===== config.mk =====
export PLATFORM = sky130hd
export DESIGN_NAME = mem_access_unit_flat
export DESIGN_NICKNAME = d
export VERILOG_FILES = /design/src/rtl/mem_access_unit_pkg.sv /design/src/rtl/mem_access_unit_if.sv /design/src/rtl/mem_access_unit_load_extend.sv /design/src/rtl/mem_access_unit.sv /design/src/flat_wrapper.sv
export SDC_FILE = /design/constraint.sdc
export NUM_CORES = 1
export LEC_CHECK = 0
export CAP_MARGIN = 20
export CORE_ASPECT_RATIO = 0.75
export CORE_MARGIN = 5
export CORE_UTILIZATION = 25
export CTS_CLUSTER_DIAMETER = 150
export DETAILED_ROUTE_END_ITERATION = 16
export PLACE_DENSITY = 0.56
export SLEW_MARGIN = 20
export SYNTH_ARGS = -nofsm -noshare
export SYNTH_HDL_FRONTEND = slang
export SYNTH_HIERARCHICAL = 1
export SYNTH_SLANG_ARGS = --single-unit
export TNS_END_PERCENT = 50

===== constraint.sdc =====
create_clock -name clk -period 7.5 [get_ports clk]
set_input_delay 1.5 -clock clk [delete_from_list [all_inputs] [get_ports clk]]
set_output_delay 1.5 -clock clk [all_outputs]
set_load 0.01 [all_outputs]

===== src/rtl/mem_access_unit_pkg.sv =====
// ----------------------------------------------------------------------------
// mips_mem_pkg
// Shared definitions for the MEM-stage access unit and the WB-stage load path:
//   - access-size codes carried on ex_size
//   - FSM state encoding for the sub-word read-modify-write sequence
//   - lane_extract: right-justify the addressed byte/halfword of a word
//   - lane_merge  : replace the addressed byte/halfword lane(s) of a word
// Byte lanes are little-endian: byte n occupies bits [8n+7:8n].
// ----------------------------------------------------------------------------
package mips_mem_pkg;

    localparam logic [1:0] SIZE_BYTE    = 2'b00;
    localparam logic [1:0] SIZE_HALF    = 2'b01;
    localparam logic [1:0] SIZE_WORD    = 2'b10;
    localparam logic [1:0] SIZE_ILLEGAL = 2'b11;

    // RMW_RD names the read/capture transition out of IDLE; the register
    // goes straight from IDLE to RMW_WR, so RMW_RD is never held.
    typedef enum logic [1:0] {
        IDLE   = 2'd0,
        RMW_RD = 2'd1,
        RMW_WR = 2'd2
    } state_e;

    // Selected lane moved to bit 0, upper bits zero. Words pass unchanged.
    function automatic logic [31:0] lane_extract(
        input logic [31:0] word,
        input logic [1:0]  byte_off,
        input logic [1:0]  size
    );
        logic [31:0] shifted;
        case (size)
            SIZE_BYTE: begin
                shifted = word >> {byte_off, 3'b000};
                return {24'b0, shifted[7:0]};
            end
            SIZE_HALF: begin
                shifted = word >> {byte_off[1], 4'b0000};
                return {16'b0, shifted[15:0]};
            end
            default: return word;
        endcase
    endfunction

    // old_word with the addressed lane(s) replaced by the low byte/halfword
    // of new_data. A word size replaces everything.
    function automatic logic [31:0] lane_merge(
        input logic [31:0] old_word,
        input logic [31:0] new_data,
        input logic [1:0]  byte_off,
        input logic [1:0]  size
    );
        logic [31:0] mask;
        logic [31:0] lanes;
        case (size)
            SIZE_BYTE: begin
                mask  = 32'h0000_00FF << {byte_off, 3'b000};
                lanes = {4{new_data[7:0]}};
            end
            SIZE_HALF: begin
                mask  = 32'h0000_FFFF << {byte_off[1], 4'b0000};
                lanes = {2{new_data[15:0]}};
            end
            default: begin
                mask  = '1;
                lanes = new_data;
            end
        endcase
        return (old_word & ~mask) | (lanes & mask);
    endfunction

endpackage


===== src/rtl/mem_access_unit_if.sv =====
// ----------------------------------------------------------------------------
// mem_access_unit_if
// DataMemory bus between the MEM-stage initiator and the word-wide memory.
//   MemRead, MemWrite : access strobes (never both high)
//   address           : word-aligned byte address
//   write_data        : store data
//   read_data         : combinational read data, valid while MemRead is high
// Modports: master (access unit), slave (DataMemory).
// ----------------------------------------------------------------------------
interface mem_access_unit_if #(
    parameter int ADDR_W = 32,
    parameter int DATA_W = 32
);
    logic              MemRead;
    logic              MemWrite;
    logic [ADDR_W-1:0] address;
    logic [DATA_W-1:0] write_data;
    logic [DATA_W-1:0] read_data;

    modport master (
        output MemRead,
        output MemWrite,
        output address,
        output write_data,
        input  read_data
    );

    modport slave (
        input  MemRead,
        input  MemWrite,
        input  address,
        input  write_data,
        output read_data
    );
endinterface


===== src/rtl/mem_access_unit_load_extend.sv =====
// ----------------------------------------------------------------------------
// load_extend
// Combinational load formatter: selects the addressed byte/halfword lane of
// a memory word and sign- or zero-extends it to 32 bits.
//   word_i     : raw memory word
//   byte_off_i : byte address bits [1:0]
//   size_i     : access size code
//   unsigned_i : 1 = zero-extend, 0 = sign-extend
//   data_o     : register-file value
// ----------------------------------------------------------------------------
module load_extend
    import mips_mem_pkg::*;
(
    input  logic [31:0] word_i,
    input  logic [1:0]  byte_off_i,
    input  logic [1:0]  size_i,
    input  logic        unsigned_i,
    output logic [31:0] data_o
);
    logic [31:0] raw;

    assign raw = lane_extract(word_i, byte_off_i, size_i);

    // NOTE: data_o is assigned on every path (default arm included); a path
    // that left it untouched would infer a latch.
    always_comb begin
        case (size_i)
            SIZE_BYTE: data_o = {{24{raw[7]  & ~unsigned_i}}, raw[7:0]};
            SIZE_HALF: data_o = {{16{raw[15] & ~unsigned_i}}, raw[15:0]};
            default:   data_o = raw;
        endcase
    end
endmodule


===== src/rtl/mem_access_unit.sv =====
// ----------------------------------------------------------------------------
// mem_access_unit
// MEM-stage initiator for a word-only DataMemory. Loads of any size complete
// in one cycle (extracted and extended into wb_data); word stores write in
// one cycle; byte/halfword stores read the word, stall once, then write the
// merged word. Misaligned, illegal-size or read+write requests raise a
// one-cycle access_err and never strobe memory.
//   clk, reset        : clock, synchronous active-high reset
//   ex_*              : EX/MEM request (held stable while stall is high)
//   mem_bus           : DataMemory bus (master side)
//   stall             : high in the cycle that launches a read-modify-write
//   access_err        : registered error pulse
//   wb_*              : registered MEM/WB results
// ----------------------------------------------------------------------------
module mem_access_unit
    import mips_mem_pkg::*;
#(
    parameter int ADDR_W = 32,
    parameter int DATA_W = 32   // byte lanes assume exactly 32
) (
    input  logic              clk,
    input  logic              reset,

    input  logic              ex_valid,
    input  logic              ex_mem_read,
    input  logic              ex_mem_write,
    input  logic [1:0]        ex_size,
    input  logic              ex_unsigned,
    input  logic [ADDR_W-1:0] ex_addr,
    input  logic [DATA_W-1:0] ex_store_data,
    input  logic              ex_reg_write,
    input  logic [4:0]        ex_rd,

    mem_access_unit_if.master mem_bus,

    output logic              stall,
    output logic              access_err,
    output logic              wb_valid,
    output logic              wb_reg_write,
    output logic [4:0]        wb_rd,
    output logic [DATA_W-1:0] wb_data
);
    state_e            state_q;
    logic [DATA_W-1:0] merge_q;
    logic              access_err_q;
    logic              wb_valid_q;
    logic              wb_reg_write_q;
    logic [4:0]        wb_rd_q;
    logic [DATA_W-1:0] wb_data_q;

    logic              misaligned;
    logic              req_err;
    logic              sub_word;
    logic              launch;
    logic              launch_err;
    logic              launch_load;
    logic              launch_store;
    logic              launch_rmw;
    logic              launch_word_store;
    logic              in_rmw_wr;
    logic [DATA_W-1:0] load_data;

    // ---------------- request decode ----------------
    always_comb begin
        case (ex_size)
            SIZE_HALF: misaligned = ex_addr[0];
            SIZE_WORD: misaligned = |ex_addr[1:0];
            default:   misaligned = 1'b0;
        endcase
    end

    assign req_err = (ex_mem_read | ex_mem_write) &
                     ((ex_size == SIZE_ILLEGAL) | (ex_mem_read & ex_mem_write) | misaligned);
    assign sub_word = (ex_size == SIZE_BYTE) | (ex_size == SIZE_HALF);

    // Every strobe qualifier includes ~reset so nothing reaches memory on a
    // reset edge, including the write half of an interrupted RMW.
    assign launch            = ~reset & ex_valid & (state_q == IDLE);
    assign launch_err        = launch & req_err;
    assign launch_load       = launch & ~req_err & ex_mem_read;
    assign launch_store      = launch & ~req_err & ex_mem_write;
    assign launch_rmw        = launch_store & sub_word;
    assign launch_word_store = launch_store & ~sub_word;
    assign in_rmw_wr         = ~reset & (state_q == RMW_WR);

    // ---------------- DataMemory bus ----------------
    assign mem_bus.MemRead    = launch_load | launch_rmw;
    assign mem_bus.MemWrite   = launch_word_store | in_rmw_wr;
    assign mem_bus.address    = reset ? '0 : {ex_addr[ADDR_W-1:2], 2'b00};
    assign mem_bus.write_data = in_rmw_wr         ? lane_merge(merge_q, ex_store_data, ex_addr[1:0], ex_size) :
                                launch_word_store ? ex_store_data : '0;

    assign stall = launch_rmw;

    load_extend u_load_extend (
        .word_i     (mem_bus.read_data),
        .byte_off_i (ex_addr[1:0]),
        .size_i     (ex_size),
        .unsigned_i (ex_unsigned),
        .data_o     (load_data)
    );

    // ---------------- FSM + MEM/WB registers ----------------
    // NOTE: sequential state uses non-blocking assignments so every register
    // samples pre-edge values regardless of statement order.
    always_ff @(posedge clk) begin
        if (reset) begin
            // NOTE: merge_q is a single data register, not a RAM array, so it
            // is cleared along with the control state at no real cost.
            state_q        <= IDLE;
            merge_q        <= '0;
            access_err_q   <= 1'b0;
            wb_valid_q     <= 1'b0;
            wb_reg_write_q <= 1'b0;
            wb_rd_q        <= '0;
            wb_data_q      <= '0;
        end else begin
            access_err_q <= launch_err;
            case (state_q)
                IDLE: begin
                    // The RMW launch cycle retires nothing; the store retires
                    // from RMW_WR.
                    wb_valid_q     <= ex_valid & ~launch_rmw;
                    wb_reg_write_q <= ex_valid & ~req_err & ~ex_mem_write & ex_reg_write;
                    wb_rd_q        <= ex_rd;
                    wb_data_q      <= launch_load ? load_data : ex_addr;
                    if (launch_rmw) begin
                        merge_q <= mem_bus.read_data;
                        state_q <= RMW_WR;
                    end
                end
                RMW_WR: begin
                    state_q        <= IDLE;
                    wb_valid_q     <= 1'b1;
                    wb_reg_write_q <= 1'b0;
                    wb_rd_q        <= ex_rd;
                    wb_data_q      <= ex_addr;
                end
                default: begin
                    state_q        <= IDLE;
                    wb_valid_q     <= 1'b0;
                    wb_reg_write_q <= 1'b0;
                end
            endcase
        end
    end

    assign access_err   = access_err_q;
    assign wb_valid     = wb_valid_q;
    assign wb_reg_write = wb_reg_write_q;
    assign wb_rd        = wb_rd_q;
    assign wb_data      = wb_data_q;
endmodule


===== src/flat_wrapper.sv =====
// flat-port wrapper written by rule: the top's interface ports become plain ports
module mem_access_unit_flat import mips_mem_pkg::*;
#(
    parameter int ADDR_W = 32,
    parameter int DATA_W = 32                                  
)
  (clk, reset, ex_valid, ex_mem_read, ex_mem_write, ex_size, ex_unsigned, ex_addr, ex_store_data, ex_reg_write, ex_rd, stall, access_err, wb_valid, wb_reg_write, wb_rd, wb_data, mem_bus_MemRead, mem_bus_MemWrite, mem_bus_address, mem_bus_write_data, mem_bus_read_data);
  mem_access_unit_if #(.ADDR_W(ADDR_W), .DATA_W(DATA_W)) mem_bus_i ();
  input  logic clk;
  input  logic reset;
  input  logic ex_valid;
  input  logic ex_mem_read;
  input  logic ex_mem_write;
  input  logic [1:0] ex_size;
  input  logic ex_unsigned;
  input  logic [ADDR_W-1:0] ex_addr;
  input  logic [DATA_W-1:0] ex_store_data;
  input  logic ex_reg_write;
  input  logic [4:0] ex_rd;
  output logic stall;
  output logic access_err;
  output logic wb_valid;
  output logic wb_reg_write;
  output logic [4:0] wb_rd;
  output logic [DATA_W-1:0] wb_data;
  output wire logic [$bits(mem_bus_i.MemRead)-1:0] mem_bus_MemRead;
  output wire logic [$bits(mem_bus_i.MemWrite)-1:0] mem_bus_MemWrite;
  output wire logic [$bits(mem_bus_i.address)-1:0] mem_bus_address;
  output wire logic [$bits(mem_bus_i.write_data)-1:0] mem_bus_write_data;
  input wire logic [$bits(mem_bus_i.read_data)-1:0] mem_bus_read_data;
  assign mem_bus_MemRead = mem_bus_i.MemRead;
  assign mem_bus_MemWrite = mem_bus_i.MemWrite;
  assign mem_bus_address = mem_bus_i.address;
  assign mem_bus_write_data = mem_bus_i.write_data;
  assign mem_bus_i.read_data = mem_bus_read_data;
  mem_access_unit #(.ADDR_W(ADDR_W), .DATA_W(DATA_W)) u_core (.clk(clk), .reset(reset), .ex_valid(ex_valid), .ex_mem_read(ex_mem_read), .ex_mem_write(ex_mem_write), .ex_size(ex_size), .ex_unsigned(ex_unsigned), .ex_addr(ex_addr), .ex_store_data(ex_store_data), .ex_reg_write(ex_reg_write), .ex_rd(ex_rd), .mem_bus(mem_bus_i), .stall(stall), .access_err(access_err), .wb_valid(wb_valid), .wb_reg_write(wb_reg_write), .wb_rd(wb_rd), .wb_data(wb_data));
endmodule

==> impl_metrics.py <==
metrics = {
    "status": {
        "status": "finished clean",
    },
    "clock_tree": {
        "hold_buffers": 0,
        "cts_resized": 0,
        "cts_made_buffers": 9,
        "clock_latency_ns": 0.33,
        "cts_num_sinks": 73,
        "cts.clk_slew.worst_paths_ns": 0.06,
        "cts_tree": "done",
        "cts_root_buf": "clkbuf_16",
        "post_cts_buffers": 0,
        "clock_path_buffers": 2,
        "htree_num_levels": 3,
    },
    "floorplanning": {
        "rows": 42,
        "io_pins": 217,
        "start_util_pct": 25.33,
        "dieArea_mm2": 0.02058,
        "die_h_um": 125.5,
        "core_area_mm2": 0.01755,
        "die-width_um": 164.0,
    },
    "placement": {
        "dpl-instance-area_mm2": 0.006730,
        "place_inst": 958,
        "pre_cts_slack_ns": 1.258,
        "port-buffer-count": 214,
        "place_congestion": 0.8786,
        "hpwl_um": 14290,
    },
    "setup_path": {
        "crit_required_ns": 6.00,
        "cp-end-kind": "primary output",
        "cp_max_fo": 19,
        "worstSetupPathType": "input pin to primary output",
        "crit_arrival_ns": 4.78,
        "start_kind": "input pin",
    },
    "sta": {
        "max_clock_freq_mhz": 159.3,
        "period_share_pct": 83.71,
        "final.setup.tns_ns": 0,
        "final_hold_viol_count": 0,
        "rsz0062_at_grt": "no",
        "final-setup-viol-count": 0,
        "worst_slew_margin_rel_pct": 35.83,
        "fin_ws_ns": 1.221,
        "drv_slew": 0,
        "layout_min_cycle_time_ns": 6.279,
        "hold_ws_ns": 0.4674,
        "worst_pin_slew_ns": 0.9626,
        "skew_ns": 0.006336,
    },
    "grt": {
        "gr-total-overflow": 0,
        "antenna_found_initial": 0,
        "grt_max_degree": 72,
        "grt_pass1_wl_um": 27940,
        "grtUsageTotal_pct": 17.28,
        "grt_pass1_vias": 4990,
    },
    "synthesis": {
        "yosysMostFrequentCell": "dfxtp_1",
        "synth_xor_area_share_pct": 0,
        "synth_area_leader_cell": "dfxtp_1",
        "synth_edf_count": 0,
        "synth_area_leaders": "dfxtp_1 33%, mux2_2 9.4%, nor2b_1 5.3%",
        "synthFlopType": "dfxtp_1",
        "synthArstFlopShare_pct": 0,
        "syn_avg_cell_area_um2": 8.187,
        "syn_area_mm2": 0.004446,
        "ys_top_cells_by_count": "73 x dfxtp_1, 51 x nand2_1, 44 x nand3_1",
        "synth_top_area_share_pct": 32.87,
        "synth_cell_types": 45,
        "yosys-mux-area-fraction_pct": 13.48,
        "synth_seq_cells": 73,
        "synth-compound-area-share_pct": 22.32,
        "synth_top_family_by_area": "simple AND/OR/NAND/NOR gates",
        "synthAdderAreaFrac_pct": 1.126,
        "synthSimpleGateAreaFrac_pct": 22.97,
        "syn_inst": 543,
        "ys_seq_area_share_pct": 32.87,
        "yosys_warnings": 6,
    },
    "route": {
        "wl_met1_um": 7898,
        "wl_per_cell_um": 18.98,
        "vias_per_cell": 5.043,
        "vias": 4912,
        "drc_errors": 0,
        "antenna_left": 0,
        "dr.pass1.iters": 5,
        "wl_met2_um": 9025,
        "wirelength_um": 18480,
        "dr.first_iter.drc_count": 378,
        "dr_wl_met3_um": 1412,
        "routed.top_layer": "met4",
    },
    "power_and_ir_drop": {
        "irDropWorstVdd_uv": 117.7,
        "p_leak_nw": 2.720,
        "total_power_mw": 1.202,
        "power_density_mw_per_mm2": 169.4,
    },
    "cells_and_area": {
        "multi_input_area_mm2": 0.002683,
        "fin_area_mm2": 0.007098,
        "num-fill-cells": 1826,
        "final-seq-area_mm2": 0.001461,
        "fin_util_pct": 40.44,
        "final_cell_count_no_fill": 974,
        "nNetsFinal": 841,
        "drive_above_1_share_pct": 10.38,
        "syn2layout_area_growth_pct": 59.67,
        "diodes": 0,
    },
    "min_path": {
        "hp-class": "flip-flop to flip-flop",
    },
    "job": {
        "drv_cap": 0,
    },
}
-- placed cells by master (no fill, tap or decap), types with 2 or more instances in the layout --
cell               n
o21a_1             2
mux2i_1           16
a221o_1           16
nand2_1           51
ha_1               4
clkdlybuf4s50_1  213
clkinv_4           2
o21ai_2            3
and4b_1            9
a22o_1             8
clkbuf_16          9
inv_1             12
o21ai_1           27
a22oi_1            8
nand2b_1           5
a21oi_1           38
nor2_1            13
o22ai_1            3
o21ai_0           18
nor3b_1            2
or3_1              8
o2bb2ai_1          8
nor2b_1           38
conb_1             2
nand3_1           44
bufinv_16          4
nor3_1            13
or2_2              2
buf_4             13
a31oi_1            9
and2_1             2
a21o_1             3
a311oi_1           5
dfxtp_1           73
mux2_2            37
-- flip-flops by register name (all words and copies together), names as in the netlist --
signal	flops
u_core/wb_reg_write	1
u_core/access_err	1
u_core/wb_data	32
u_core/wb_valid	1
u_core/merge_q	32
u_core/wb_rd	5
u_core/state_q	1
-- path summary, 6_finish.rpt --
path                                         from                     end  slack, ns  depth (start not counted)
worst max-delay path                   ex_size[0]  mem_bus_write_data[20]       1.22                         10
worst min-delay path            u_core/merge_q[3]       u_core/merge_q[3]       0.47                          2
worst max register to register  u_core/state_q[1]         u_core/wb_valid       5.50                          5
worst min register to register  u_core/merge_q[3]       u_core/merge_q[3]       0.47                          2
-- report_power, final --
part,internal (mW),switching (mW)
sequential,0.403,0.00435
clock,0.359,0.170
combinational,0.141,0.125
-- cell type report --
cell class,count,area share [%]
inverter,13,0.6875
clock buffer,9,3.173
tap,242,4.266
timing repair buffer,227,31.48
sequential,73,20.59
multi-input combinational,403,37.79
clock inverter,7,2.010
-- cells by family (layout without fill, tap and decap cells) --
logic type      count (synthesis)  in the layout
compound gates                151            151
simple gates                  192            192
fa+ha+maj                       4              4
other cells                     1              2
mux                            54             54
flops                          73             73
buf+inv                        68            256
-- metal layers --
layer,up-vias,global-route usage [%]
met1,2347,21.77
met3,19,4.737
li1,2334,-
met2,212,29.73
met5,-,0
met4,0,3.402
-- critical path: stages --
cell             delay [ns]
clkdlybuf4s50_1        0.46
buf_4                  0.21
inv_1                  0.09
ha_1                   0.39
nor2_1                 0.49
buf_4                  0.27
a21o_1                 0.34
nor3_1                 0.09
a311oi_1               0.33
clkdlybuf4s50_1        0.60
(Power assumes the default switching activity.)
